$ cat config.mk
export PLATFORM = sky130hd
export DESIGN_NAME = aurora_nfc_ctrl
export DESIGN_NICKNAME = d
export VERILOG_FILES = /design/src/rtl/aurora_nfc_pkg.sv /design/src/rtl/aurora_nfc_ctrl.sv
export SDC_FILE = /design/constraint.sdc
export NUM_CORES = 1
export LEC_CHECK = 0
export BUFFER_PORTS_ARGS = -buffer_cell sky130_fd_sc_hd__buf_4
export CORE_MARGIN = 4
export CORE_UTILIZATION = 45
export CTS_BUF_LIST = sky130_fd_sc_hd__clkbuf_8
export CTS_CLUSTER_SIZE = 8
export DETAILED_ROUTE_END_ITERATION = 10
export MAX_ROUTING_LAYER = met4
export PLACE_DENSITY = 0.74
export SYNTH_ARGS = -nofsm -noshare
export SYNTH_HDL_FRONTEND = slang
export SYNTH_SLANG_ARGS = --single-unit
$ cat constraint.sdc
create_clock -name hs_clock -period 3.63 [get_ports hs_clock]
set_clock_uncertainty 0.15 [all_clocks]
set_input_delay 0.363 -clock hs_clock [delete_from_list [all_inputs] [get_ports hs_clock]]
set_output_delay 0.363 -clock hs_clock [all_outputs]
set_load 0.03 [all_outputs]
$ cat src/rtl/aurora_nfc_pkg.sv
// ============================================================================
// aurora_nfc_pkg: shared state encoding and NFC request codes for aurora_nfc_ctrl.
// Rev 1.0
// ============================================================================
`default_nettype none

package aurora_nfc_pkg;

    typedef enum logic [2:0] {
        LINK_DOWN = 3'd0,
        RUN       = 3'd1,
        REQ_XOFF  = 3'd2,
        PAUSED    = 3'd3,
        REQ_XON   = 3'd4
    } nfc_state_e;

    localparam int         NFC_XOFF_BIT = 4;
    localparam logic [7:0] NFC_XOFF     = 8'h10;
    localparam logic [7:0] NFC_XON      = 8'h00;

endpackage

`default_nettype wire

$ cat src/rtl/aurora_nfc_ctrl.sv
// ============================================================================
// aurora_nfc_ctrl: issues XOFF/XON on the Aurora NFC port from RX FIFO level.
// Rev 1.0
// ============================================================================
`default_nettype none

module aurora_nfc_ctrl
    import aurora_nfc_pkg::*;
#(
    parameter int FIFO_DEPTH  = 512,
    parameter int LVL_W       = $clog2(FIFO_DEPTH) + 1,
    parameter int HI_WM       = 384,
    parameter int LO_WM       = 128,
    parameter int REFRESH_CYC = 1024
) (
    input  logic             hs_clock,
    input  logic             pcie_reset_n,
    input  logic             channel_up,
    input  logic [LVL_W-1:0] fifo_level,
    input  logic             force_xoff,
    input  logic             clr_stats,
    output logic             nfc_tvalid,
    input  logic             nfc_tready,
    output logic [7:0]       nfc_tdata,
    output logic             remote_paused,
    output logic [15:0]      xoff_cnt,
    output logic [2:0]       state_o
);

    localparam int TMR_W = $clog2(REFRESH_CYC) + 1;

    generate
        if (!((LO_WM < HI_WM) && (HI_WM < FIFO_DEPTH))) begin : g_bad_watermarks
            $error("aurora_nfc_ctrl: watermarks must satisfy LO_WM < HI_WM < FIFO_DEPTH");
        end
    endgenerate

    nfc_state_e       state_q;
    logic             tvalid_q;
    logic [7:0]       tdata_q;
    logic             paused_q;
    logic [15:0]      cnt_q;
    logic [TMR_W-1:0] timer_q;

    logic w_hi_hit;
    logic w_lo_hit;
    logic w_hs;
    logic w_refresh;
    logic [15:0] w_cnt_inc;

    assign w_hi_hit  = (fifo_level >= LVL_W'(HI_WM));
    assign w_lo_hit  = (fifo_level <= LVL_W'(LO_WM));
    assign w_hs      = tvalid_q && nfc_tready;
    assign w_refresh = (timer_q == TMR_W'(REFRESH_CYC - 1));
    assign w_cnt_inc = (cnt_q == 16'hFFFF) ? cnt_q : cnt_q + 16'd1;

    always_ff @(posedge hs_clock or negedge pcie_reset_n) begin
        if (!pcie_reset_n) begin
            state_q  <= LINK_DOWN;
            tvalid_q <= 1'b0;
            tdata_q  <= 8'h00;
            paused_q <= 1'b0;
            cnt_q    <= 16'h0000;
            timer_q  <= '0;
        end else begin
            if (clr_stats) begin
                cnt_q <= 16'h0000;
            end
            // Link loss withdraws any pending request; the statistics survive.
            if (!channel_up) begin
                state_q  <= LINK_DOWN;
                tvalid_q <= 1'b0;
                tdata_q  <= 8'h00;
                paused_q <= 1'b0;
                timer_q  <= '0;
            end else begin
                case (state_q)
                    LINK_DOWN: state_q <= RUN;
                    RUN: begin
                        if (w_hi_hit || force_xoff) begin
                            state_q  <= REQ_XOFF;
                            tvalid_q <= 1'b1;
                            tdata_q  <= NFC_XOFF;
                        end
                    end
                    REQ_XOFF: begin
                        if (w_hs) begin
                            state_q  <= PAUSED;
                            tvalid_q <= 1'b0;
                            tdata_q  <= NFC_XON;
                            paused_q <= 1'b1;
                            timer_q  <= '0;
                            cnt_q    <= clr_stats ? 16'h0001 : w_cnt_inc;
                        end
                    end
                    PAUSED: begin
                        if (w_lo_hit && !force_xoff) begin
                            state_q  <= REQ_XON;
                            tvalid_q <= 1'b1;
                            tdata_q  <= NFC_XON;
                        end else if (w_refresh) begin
                            state_q  <= REQ_XOFF;
                            tvalid_q <= 1'b1;
                            tdata_q  <= NFC_XOFF;
                        end else begin
                            timer_q <= timer_q + TMR_W'(1);
                        end
                    end
                    REQ_XON: begin
                        if (w_hs) begin
                            state_q  <= RUN;
                            tvalid_q <= 1'b0;
                            paused_q <= 1'b0;
                        end
                    end
                    default: state_q <= LINK_DOWN;
                endcase
            end
        end
    end

    assign nfc_tvalid    = tvalid_q;
    assign nfc_tdata     = tdata_q;
    assign remote_paused = paused_q;
    assign xoff_cnt      = cnt_q;
    assign state_o       = state_q;

endmodule

`default_nettype wire

Yosys cells after proc, flatten, opt, wreduce, memory -nomap -nowiden --
Index checks and enable logic that the tools add are counted.
Cells by class: add/subtract/negate cells 2, $lt $le $gt $ge 2, equality and inequality tests 18, multiplexer cells 33, reductions and logical operators 11
Operators by type and width (count):
- 16-bit 2-to-1 mux | 6
- 11-bit 2-to-1 mux | 4
- 8-bit 2-to-1 mux | 5
- 8-bit case mux with 3 select lines | 1
- 11-bit case mux with 2 select lines | 1
- 3-bit 2-to-1 mux | 6
- 16-bit by 1-bit adder with 16-bit output, second input constant | 1
- 16-bit == test, second input constant | 1
- 4-bit AND reduction | 4
- 3-bit inequality test, second input constant | 5
- 3-bit case mux with 5 select lines | 1
- 11-bit by 1-bit adder with 11-bit output, second input constant | 1
- 11-bit by 10-bit == test with 1-bit output, second input constant | 1
- 10-bit by 9-bit >= comparator with 1-bit output, second input constant | 1
- 10-bit by 8-bit <= comparator with 1-bit output, second input constant | 1
- 1-bit 2-to-1 mux | 7
- 3-bit by 2-bit == test with 1-bit output, second input constant | 2
- 3-bit by 1-bit inequality test with 1-bit output, second input constant | 2
- 5-bit inequality test, second input constant | 1
- 4-bit by 1-bit inequality test with 1-bit output, second input constant | 1
- 4-bit by 2-bit inequality test with 1-bit output, second input constant | 1
- 4-bit inequality test, second input constant | 1
- 3-bit by 1-bit == test with 1-bit output, second input constant | 1
- 3-bit == test, second input constant | 1
- 9 further kinds | 10
Word-level totals: bits in registers 40, input bits 16

Logic depth before layout (Yosys ltp) --
Gate-level depths: netlist of the first run.
depth after elaboration 6, gate-level depth with buffers 7, gate-level depth less buffers 6

Least setup slack after synthesis of the first run --
No wires, ideal clock.
path kind reg2reg, start point register cnt_q[1], in the netlist xoff_cnt[1], end point register cnt_q[8], in the netlist xoff_cnt[8], data arrival time 1.911 ns, data required time 3.348 ns, slack 1.437 ns, cell stages (with the launch flop) 8, period minus slack after synthesis 2.193 ns, path through dfrtp_1 > ha_1 > nand3_1 > or4_1 > buf_2 > a211oi_2 > xnor2_1 > nor2_1
Between the ends: longest elaborated chain between the ends 6, elaborated cells on any way between the ends 8, those cells by class add/sub (1); eq/ne (2); mux (5)
RTL lines:
- start: declaration | line aurora_nfc_ctrl.sv:42 | logic [15:0] cnt_q;
- start signal: assignment | line aurora_nfc_ctrl.sv:93 | cnt_q <= clr_stats ? 16'h0001 : w_cnt_inc;
- 16-bit by 1-bit adder with 16-bit output | line aurora_nfc_ctrl.sv:55 | assign w_cnt_inc = (cnt_q == 16'hFFFF) ? cnt_q : cnt_q + 16'd1;
- 16-bit 2-to-1 mux | line aurora_nfc_ctrl.sv:55
- 16-bit 2-to-1 mux | line aurora_nfc_ctrl.sv:93
- 16-bit 2-to-1 mux | line aurora_nfc_ctrl.sv:87 | if (w_hs) begin
- 16-bit 2-to-1 mux | line aurora_nfc_ctrl.sv:77 | case (state_q)
- 16-bit 2-to-1 mux | line aurora_nfc_ctrl.sv:70 | if (!channel_up) begin
Parallel ways exist; a longest one is shown, timed or not. The select of a mux whose other input is x is not followed. A chain may end at the register's enable or synchronous reset.

Worst setup path in the final report of the first run --
start point register state_q[2], in the netlist state_o[2], end point register cnt_q[5], in the netlist xoff_cnt[5]
Between the ends: longest elaborated chain between the ends 3, elaborated cells on any way between the ends 4, those cells by class eq/ne (2); mux (2)
RTL lines:
- start: declaration | line aurora_nfc_ctrl.sv:38 | nfc_state_e state_q;
- start signal: assignment | line aurora_nfc_ctrl.sv:59 | state_q <= LINK_DOWN;
- start signal: assignment | line aurora_nfc_ctrl.sv:71 | state_q <= LINK_DOWN;
- start signal: assignment | line aurora_nfc_ctrl.sv:78 | LINK_DOWN: state_q <= RUN;
- 3-bit by 2-bit == test with 1-bit output * | line aurora_nfc_ctrl.sv:77
- 16-bit 2-to-1 mux | line aurora_nfc_ctrl.sv:77
- 16-bit 2-to-1 mux | line aurora_nfc_ctrl.sv:70
Every way passes the cells marked *; elsewhere a longest branch is shown, timed or not.

==> out/results.ini, run 1 <==
[logic_synthesis]
async_flop_share_pct = 100
synth_top_cell_area_share_pct = 39.5
seq_area_frac_synth_pct = 39.5
synth-seq-cells = 33
yosys.cell_types.count = 54
syn_inst = 225
synth_edf_count = 0
netlist_area_um2 = 2090
yosysWarnings = 0
synth_top_area_cell = dfrtp_1
yosysMostFrequentCell = dfrtp_1
synth_commonest_cells = dfrtp_1, nor2_1
ys_top_cells_by_area = dfrtp_1, xnor2_1, a211oi_2
synth_ff_type = dfrtp_1
avgSynthCellArea_um2 = 9.29

[global_route]
grt_max_degree = 34
antenna_found_initial = 0
grt_pass1_vias = 1738
grt-ovfl-total = 0
grt_pass1_wl_um = 8160
track_usage_pct = 17.4

[routing]
vias = 1804
first_pass_iters = 4
drt_iter0_drc = 115
wirelength_um = 4780
vias_per_cell = 5.82
ant_nets = 0
wl_per_cell_um = 15.4
route.detailed.drc = 0

[clock_tree]
clk_latency_ns = 0.29
path_clk_slew_ns = 0.07
cts_max_level = 2
clock-sinks = 33
cts_buffers = 5
cts-resized-gates = 0
cts_max_path_buffers = 2
root_buffer = clkbuf_8
cts_hold_buf = 1
post-cts-setup-buffer-count = 0
cts_tree = yes

[setup_path]
critPathCaptureType = register
reg2reg_from = state_o[2]
r2r_slack_ns = 1.44
cp_max_fo = 12
crit_chain = nand3b_1 > or4_1 > a211oi_2 > xnor2_1 > nor2_1
crit_required_ns = 3.66
critPathLaunchType = register
cp_slowest_cell = or4_1
slowest_delay_ns = 0.67
reg2reg_to = xoff_cnt[5]
crit_type = register to register
cp.arrival_ns = 2.21
reg2reg_depth = 5

[worst_hold_path]
hp-class = input port to register
hold_end = xoff_cnt[11]
hold_depth = 2
hold_path_startpoint = clr_stats

[floorplanning]
die_y_um = 76.2
rows = 24
chipWidth_um = 76.2
io-pin-count = 45
coreArea_um2 = 4410
start_util_pct = 47.4
die_area_um2 = 5800

[place]
routabilityCongestion = 0.791
dp_hpwl_um = 3420
portBuffers = 37

[outcome]
outcome = completed

[sta]
whs_ns = 0.223
max_freq_mhz = 458
worstMarginPinSlew_ns = 0.648
fin_crit_ns = 2.19
slew_headroom_pct = 56.3
rsz0062_at_grt = no
setup_viol = 0
fin_setup_tns_ns = 0
post-route-period-util_pct = 60.2
hold_viol_final = 0
maxSlewViolCount = 0

[power_and_ir_drop]
ir_drop_mv = 0.208
seqPwrFrac_pct = 47.9
p_switching_w = 0.000230
pwr-share-clk_pct = 37.6
p_leak_nw = 1.04
powerDensity_nw_per_um2 = 334
swShare_pct = 28.1
p_int_w = 0.000589
p_comb_share_pct = 14.4

[run]
drv_cap = 0

[layout]
final.fill_count = 405
drive_above_1_share_pct = 23.6
area_delta_synth_final_pct = 17.4
nets = 275
diodes = 0

cell type report:
class | instances | area [µm²] | share of cell area [%]
clock inverters | 1 | 5.00 | 0.204
repair buffers | 39 | 295 | 12.0
clock buffers | 7 | 96.3 | 3.92
well taps | 52 | 65.1 | 2.65
flip-flops and latches | 33 | 826 | 33.6
inverters | 7 | 26.3 | 1.07
multi-input cells | 171 | 1140 | 46.5
layout by cell type, fill, tap and decap left out, drive strengths merged, types with 4 or more instances in the layout:
master   n
clkbuf   7
o21ai    9
inv      7
a31oi    6
or4      6
conb     7
nand4    6
a211oi   9
nand3   13
nor3     6
dfrtp   33
nand2   13
buf     38
xnor2   13
nor2    19
a21oi   14
o211ai   4
a21o     4
flip-flops by register name (all words and copies together), names as in the netlist:
name and flops:
nfc_tdata 1, nfc_tvalid 1, remote_paused 1, state_o 3, timer_q 11, xoff_cnt 16
cells by family after synthesis:
kind of cell / after synthesis / share of synthesized area, %
adder cells (fa/ha/maj): 2 / 1.20
multiplexers: 1 / 0.479
other: 1 / 0.179
flip-flops: 33 / 39.5
AO/OA/AOI/OAI: 62 / 23.3
AND/OR/NAND/NOR: 86 / 22.9
buffers and inverters: 27 / 7.00
XOR/XNOR: 13 / 5.45
stage by stage:
step	area, µm²	instances	utilization, %	total power, W	worst slack (ns)
detailed placement	2340	301	53.1	0.000517	1.42
floorplan	2110	231	-	0.000477	1.44
CTS	2450	310	55.6	0.000831	1.43
global placement	2340	301	53.1	0.000516	1.45
finish	2450	310	55.6	0.000819	1.44
global route	2450	310	55.6	0.000859	1.30
worst max path at each step:
stage	startpoint	end	slack, ns	cells past startpoint
floorplan	xoff_cnt[1]	xoff_cnt[8]	1.44	7
global placement	fifo_level[3]	timer_q[8]	1.45	6
detailed placement	fifo_level[3]	timer_q[8]	1.42	6
CTS	xoff_cnt[0]	xoff_cnt[6]	1.43	6
global route	xoff_cnt[0]	xoff_cnt[6]	1.30	6
finish	state_o[2]	xoff_cnt[5]	1.44	5
critical path: cells and delay by family, from the launching register on:
| kind | cells | cell delay, ns |
|---|---|---|
| simple gates | 3 | 1.00 |
| xor+xnor | 1 | 0.14 |
| flops | 1 | 0.50 |
| compound gates | 1 | 0.28 |
power groups by stage:
| stage | Sequential, W | Clock (W) | Combinational, W |
|---|---|---|---|
| CTS | 0.000393 | 0.000319 | 0.000119 |
| global route | 0.000395 | 0.000334 | 0.000130 |
| detailed placement | 0.000399 | 0 | 0.000118 |
| global placement | 0.000399 | 0 | 0.000117 |
| finish | 0.000393 | 0.000308 | 0.000118 |
| floorplan | 0.000406 | 0 | 0.0000711 |
routing by layer:
layer  wire length [µm]  track usage (%)
met1               2240             23.0
met2               2130             25.4
met5                  0                -
met4                105             7.52
met3                303             4.26
Note: power is estimated with default switching activity, not from simulation.
==> run 2: changes to the inputs <==
==> constraint.sdc (replaced) <==
create_clock -name hs_clock -period 2.3 [get_ports hs_clock]
set_clock_uncertainty 0.15 [all_clocks]
set_input_delay 0.23 -clock hs_clock [delete_from_list [all_inputs] [get_ports hs_clock]]
set_output_delay 0.23 -clock hs_clock [all_outputs]
set_load 0.03 [all_outputs]
==> run 2 against run 1 <==
- largest power group unchanged
- clock power is 42% higher
- routed wire length is 5.2% higher
- die area unchanged
- clock-buffer cell count shrank 1
- register-to-register slack got worse by 1.3 ns
- flip-flop and latch count did not move
- utilization is 1.5 points higher
- design area up 2.7%
- cell count up 2.6%
- sequential share of layout area shrank 0.87 points
- power increased by 54%
- global-route usage is 0.40 points higher
==> out/results.ini, run 2 (synthesis results as in run 1) <==
[sta]
fin_setup_tns_ns = 0  ; unchanged
hold_viol_final = 0  ; unchanged
max_freq_mhz = 472  ; was 458 MHz
rsz0062_at_grt = no  ; unchanged
maxSlewViolCount = 0  ; unchanged
setup_viol = 0  ; unchanged
fin_crit_ns = 2.12  ; was 2.19 ns
layout_setup_ws_ns = 0.183  ; was 1.44 ns
post-route-period-util_pct = 92.0  ; was 60.2%

[power_and_ir_drop]
p_int_w = 0.000905  ; was 0.000589 W
pwr-share-clk_pct = 34.7  ; was 37.6%
p_comb_share_pct = 16.9  ; was 14.4%
ir_drop_mv = 0.246  ; was 0.208 mV
powerDensity_nw_per_um2 = 500  ; was 334 nW/µm²
swShare_pct = 28.3  ; was 28.1%
p_switching_w = 0.000356  ; was 0.000230 W
p_leak_nw = 1.09  ; was 1.04 nW
seqPwrFrac_pct = 48.4  ; was 47.9%

[setup_path]
cp_max_fo = 6  ; was 12
cp_slowest_cell = or4_4  ; was or4_1
crit_family = simple AND/OR/NAND/NOR gates  ; unchanged
critPathCaptureType = register  ; unchanged
r2r_slack_ns = 0.18  ; was 1.44 ns
crit_type = register to register  ; unchanged
critPathLaunchType = register  ; unchanged
crit_chain = ha_1 > nand3_1 > or4_4 > a211oi_2 > xnor2_1 > nor2_1  ; was nand3b_1 > or4_1 > a211oi_2 > xnor2_1 > nor2_1
crit_required_ns = 2.32  ; was 3.66 ns
crit_buf_inv = 0  ; unchanged
cp.arrival_ns = 2.13  ; was 2.21 ns
slowest_delay_ns = 0.60  ; was 0.67 ns

[floorplanning]
rows = 24  ; unchanged
die_area_um2 = 5800  ; unchanged
chipWidth_um = 76.2  ; unchanged
io-pin-count = 45  ; unchanged
start_util_pct = 47.4  ; unchanged
die_y_um = 76.2  ; unchanged
coreArea_um2 = 4410  ; unchanged

[clock_tree]
cts_tree = yes  ; unchanged
cts_max_level = 2  ; unchanged
clk_latency_ns = 0.28  ; was 0.29 ns
clock-sinks = 33  ; unchanged
cts_max_path_buffers = 2  ; unchanged
root_buffer = clkbuf_8  ; unchanged
cts_buffers = 5  ; unchanged
path_clk_slew_ns = 0.07  ; about the same

[global_route]
grt_max_degree = 34  ; unchanged
track_usage_pct = 17.8  ; was 17.4%
grtUsageMet2_pct = 25.9  ; was 25.4%
grt_pass1_wl_um = 8270  ; was 8160 µm
grt-ovfl-total = 0  ; unchanged
use_met1_pct = 24.3  ; was 23.0%
grt-busiest-layer = met2  ; unchanged
met3_usage_pct = 4.49  ; was 4.26%
antenna_found_initial = 0  ; unchanged
grt_pass1_vias = 1702  ; was 1738

[routing]
route.detailed.drc = 0  ; unchanged
wirelength_um = 5030  ; was 4780 µm
vias_per_cell = 5.85  ; was 5.82
wl_per_cell_um = 15.8  ; was 15.4 µm
first_pass_iters = 4  ; unchanged
vias = 1861  ; was 1804
ant_nets = 0  ; unchanged
drt_iter0_drc = 157  ; was 115

[worst_hold_path]
hp-class = input port to register  ; unchanged

[layout]
diodes = 0  ; unchanged
nets = 284  ; was 275
final_area_um2 = 2520  ; was 2450 µm²
largest_register_ffs = 16  ; unchanged
multi_input_area_um2 = 1150  ; was 1140 µm²
area_delta_synth_final_pct = 20.5  ; was 17.4%
final.fill_count = 394  ; was 405
ff_latch_area_um2 = 826  ; unchanged
final_cells = 318  ; was 310
final_cell_mix = buf_4, dfrtp_1, nor2_1  ; unchanged
drive_above_1_share_pct = 25.9  ; was 23.6%
final_common_cell = buf_4  ; unchanged

[run]
drv_cap = 0  ; unchanged

[outcome]
outcome = completed  ; unchanged

[place]
dp_hpwl_um = 3590  ; was 3420 µm
portBuffers = 37  ; unchanged
dp.cells = 310  ; was 301
routabilityCongestion = 0.851  ; was 0.791
place_area_um2 = 2410  ; was 2340 µm²
preCtsSetupSlack_ns = 0.112  ; was 1.42 ns

==> run 2: timing repair <==
item                       CTS  global route
setup buffers                0             0
gates resized for setup      0             2
setup endpoints to repair    0             8
hold buffers                 1             0
hold endpoints to repair    33             0
==> run 2: worst paths after layout <==
kind,from,endpoint,cells past startpoint
max,xoff_cnt[1],xoff_cnt[14],6
min,channel_up,state_o[1],2
max reg2reg,xoff_cnt[1],xoff_cnt[14],6
min reg2reg,timer_q[2],timer_q[2],1
max in group asynchronous,pcie_reset_n,timer_q[8],2
min in group asynchronous,pcie_reset_n,xoff_cnt[0],2
==> run 2: layer usage <==
| layer | up-vias | share of wire, % |
|---|---|---|
| met5 | - | 0 |
| met2 | 69 | 46 |
| met1 | 883 | 45 |
| li1 | 903 | - |
| met3 | 6 | 6.6 |
| met4 | 0 | 1.5 |
==> run 2: stage by stage <==
step / total power [W] / utilization, % / hold WS (ns)
3_3_place_gp: 0.000830 / 54.6 / 0.0579
4_1_cts: 0.00128 / 56.8 / 0.0822
3_5_place_dp: 0.000833 / 54.6 / 0.0600
2_1_floorplan: 0.000753 / - / -0.216
5_1_grt: 0.00132 / 57.1 / 0.0962
6_report: 0.00126 / 57.1 / 0.0942
==> run 2: power groups by stage <==
stage	Clock, W	Combinational [W]	Sequential [W]
after global routing	0.000479	0.000234	0.000611
after global placement	0	0.000210	0.000620
after detailed placement	0	0.000213	0.000620
after CTS	0.000456	0.000214	0.000609
after floorplan	0	0.000112	0.000641
final	0.000438	0.000213	0.000610
==> run 2: area by class of cell <==
type / instances / area share (%)
Clock buffer: 6 / 3.28
Clock inverter: 1 / 0.149
Inverter: 7 / 1.04
Multi-Input combinational cell: 171 / 45.8
Sequential cell: 33 / 32.8
Tap cell: 52 / 2.58
Timing Repair Buffer: 48 / 14.4
==> run 3: changes to the inputs <==
--- a/config.mk
+++ b/config.mk
@@ -12,7 +12,7 @@
 export CTS_CLUSTER_SIZE = 8
 export DETAILED_ROUTE_END_ITERATION = 10
 export MAX_ROUTING_LAYER = met4
-export PLACE_DENSITY = 0.74
+export PLACE_DENSITY = 0.78
 export SYNTH_ARGS = -nofsm -noshare
 export SYNTH_HDL_FRONTEND = slang
 export SYNTH_SLANG_ARGS = --single-unit
==> run 3 against run 2 <==
- power rose by 4.4%
- cell count did not move
- global-route usage fell by 0.46 points
- design area barely moved
- via count rose by 2.0%
- sequential power barely moved
- routed wire length fell by 5.7%
- clock-buffer cell count rose by 1
==> out/results.ini, run 3 (synthesis results as in run 1) <==
[layout]
drive_above_1_share_pct = 26.3  ; was 25.9%
largest_register_ffs = 16  ; unchanged
diodes = 0  ; unchanged
nets = 283  ; was 284
final_cells = 318  ; unchanged
final_cell_mix = buf_4, dfrtp_1, nor2_1  ; unchanged
final.fill_count = 387  ; was 394
post-route-util_pct = 57.1  ; about the same
area_delta_synth_final_pct = 20.5  ; about the same
final_common_cell = buf_4  ; unchanged

[sta]
setup_viol = 0  ; unchanged
maxSlewViolCount = 0  ; unchanged
max_freq_mhz = 485  ; was 472 MHz
fin_crit_ns = 2.06  ; was 2.12 ns
fin_setup_tns_ns = 0  ; unchanged
slew_headroom_pct = 66.1
hold_viol_final = 0  ; unchanged
worstMarginPinSlew_ns = 0.505
post-route-period-util_pct = 89.7  ; was 92.0%
rsz0062_at_grt = no  ; unchanged

[place]
portBuffers = 37  ; unchanged
dp_hpwl_um = 3440  ; was 3590 µm
dp.cells = 309  ; was 310
routabilityCongestion = 0.860  ; was 0.851

[routing]
wirelength_um = 4740  ; was 5030 µm
vias = 1899  ; was 1861
wl_per_cell_um = 14.9  ; was 15.8 µm
drt_iter0_drc = 194  ; was 157
route.detailed.drc = 0  ; unchanged
ant_nets = 0  ; unchanged
first_pass_iters = 4  ; unchanged
vias_per_cell = 5.97  ; was 5.85

[clock_tree]
post-cts-setup-buffer-count = 0  ; unchanged
clock-sinks = 33  ; unchanged
cts_max_path_buffers = 2  ; unchanged
clk_latency_ns = 0.29  ; was 0.28 ns
root_buffer = clkbuf_8  ; unchanged
cts_buffers = 5  ; unchanged
cts_max_level = 2  ; unchanged
cts_tree = yes  ; unchanged
path_clk_slew_ns = 0.07  ; about the same

[setup_path]
cp_slowest_cell = dfrtp_1  ; was or4_4
cp.arrival_ns = 2.09  ; was 2.13 ns
critPathCaptureType = register  ; unchanged
crit_required_ns = 2.33  ; was 2.32 ns
critPathLaunchType = register  ; unchanged
reg2reg_depth = 7  ; was 6
crit_type = register to register  ; unchanged
slowest_delay_ns = 0.42  ; was 0.60 ns
crit_chain = ha_1 > nand3_1 > nor4_2 > buf_4 > a211oi_2 > xnor2_1 > nor2_1  ; was ha_1 > nand3_1 > or4_4 > a211oi_2 > xnor2_1 > nor2_1
cp_max_fo = 11  ; was 6

[run]
drv_cap = 0  ; unchanged

[floorplanning]
die_area_um2 = 5800  ; unchanged
start_util_pct = 47.4  ; unchanged
die_y_um = 76.2  ; unchanged
coreArea_um2 = 4410  ; unchanged
io-pin-count = 45  ; unchanged
chipWidth_um = 76.2  ; unchanged
rows = 24  ; unchanged

[global_route]
grt-ovfl-total = 0  ; unchanged
antenna_found_initial = 0  ; unchanged
track_usage_pct = 17.4  ; was 17.8%
grt_pass1_wl_um = 8160  ; was 8270 µm
grt_pass1_vias = 1715  ; was 1702
grt_max_degree = 34  ; unchanged

[power_and_ir_drop]
powerDensity_nw_per_um2 = 523  ; was 500 nW/µm²
p_leak_nw = 1.08  ; was 1.09 nW
ir_drop_mv = 0.323  ; was 0.246 mV

[outcome]
outcome = completed  ; unchanged

[worst_hold_path]
hp-class = input port to register  ; unchanged
hold_depth = 2  ; unchanged

[run 3: cell count changes in the layout (fill, tap and decap cells not counted)]
cell	delta
clkinv_2	+1
nor4_4	-1
inv_1	-1
buf_4	-1
clkbuf_8	+1
nor4_2	+1
[run 3: area by class of cell]
cell class / instances / area [µm²] / area share (%)
clock buffer: 7 / 96.3 / 3.83
clock inverter: 1 / 5.00 / 0.199
inverter: 7 / 26.3 / 1.04
multi-input combinational: 171 / 1140 / 45.5
sequential: 33 / 826 / 32.8
tap: 52 / 65.1 / 2.58
timing repair buffer: 47 / 355 / 14.1
[run 3: where the power goes]
part           switching [W]  internal [W]
sequential         0.0000132      0.000594
combinational       0.000136     0.0000773
clock               0.000225      0.000271
total               0.000374      0.000942
[run 3: critical path, delay by kind of cell, from the launching register on]
family,cells,cell delay (ns)
compound gates,1,0.10
xor+xnor,1,0.18
fa+ha+maj,1,0.22
buf+inv,1,0.29
flops,1,0.42
simple gates,3,0.59
[run 3: timing repair]
item / CTS / global route
setup endpoints to repair: 0 / 1
resized for setup: 0 / 1
hold endpoints to repair: 33 / 0
hold buffers: 1 / 0
[run 3: per-stage QoR]
step                total power, W  hold slack (ns)  instance area, µm²  setup slack (ns)
floorplan                 0.000753           -0.216                2110             0.107
global placement          0.000829           0.0509                2400             0.196
detailed placement        0.000831           0.0531                2400             0.152
CTS                        0.00133           0.0813                2510             0.148
global route               0.00137           0.0933                2520            0.0753
finish                     0.00132           0.0925                2520             0.238
[run 3: metal layers]
layer  routed length (µm)  global-route usage (%)  up-vias
met5                    0                       -        -
met4                   71                    6.12        0
met3                  332                    4.14        8
met2                 2170                    24.9       76
met1                 2170                    23.9      912
li1                     -                       -      903
[run 3: path summary, 6_finish.rpt]
| check | from | end | slack (ns) |
|---|---|---|---|
| setup reg to reg | xoff_cnt[0] | xoff_cnt[8] | 0.24 |
| hold / removal | channel_up | state_o[1] | 0.09 |
| max in group asynchronous | pcie_reset_n | timer_q[1] | 1.42 |
| hold reg to reg | timer_q[0] | timer_q[0] | 0.39 |
| min in group asynchronous | pcie_reset_n | xoff_cnt[3] | 0.27 |
| setup / recovery | xoff_cnt[0] | xoff_cnt[8] | 0.24 |
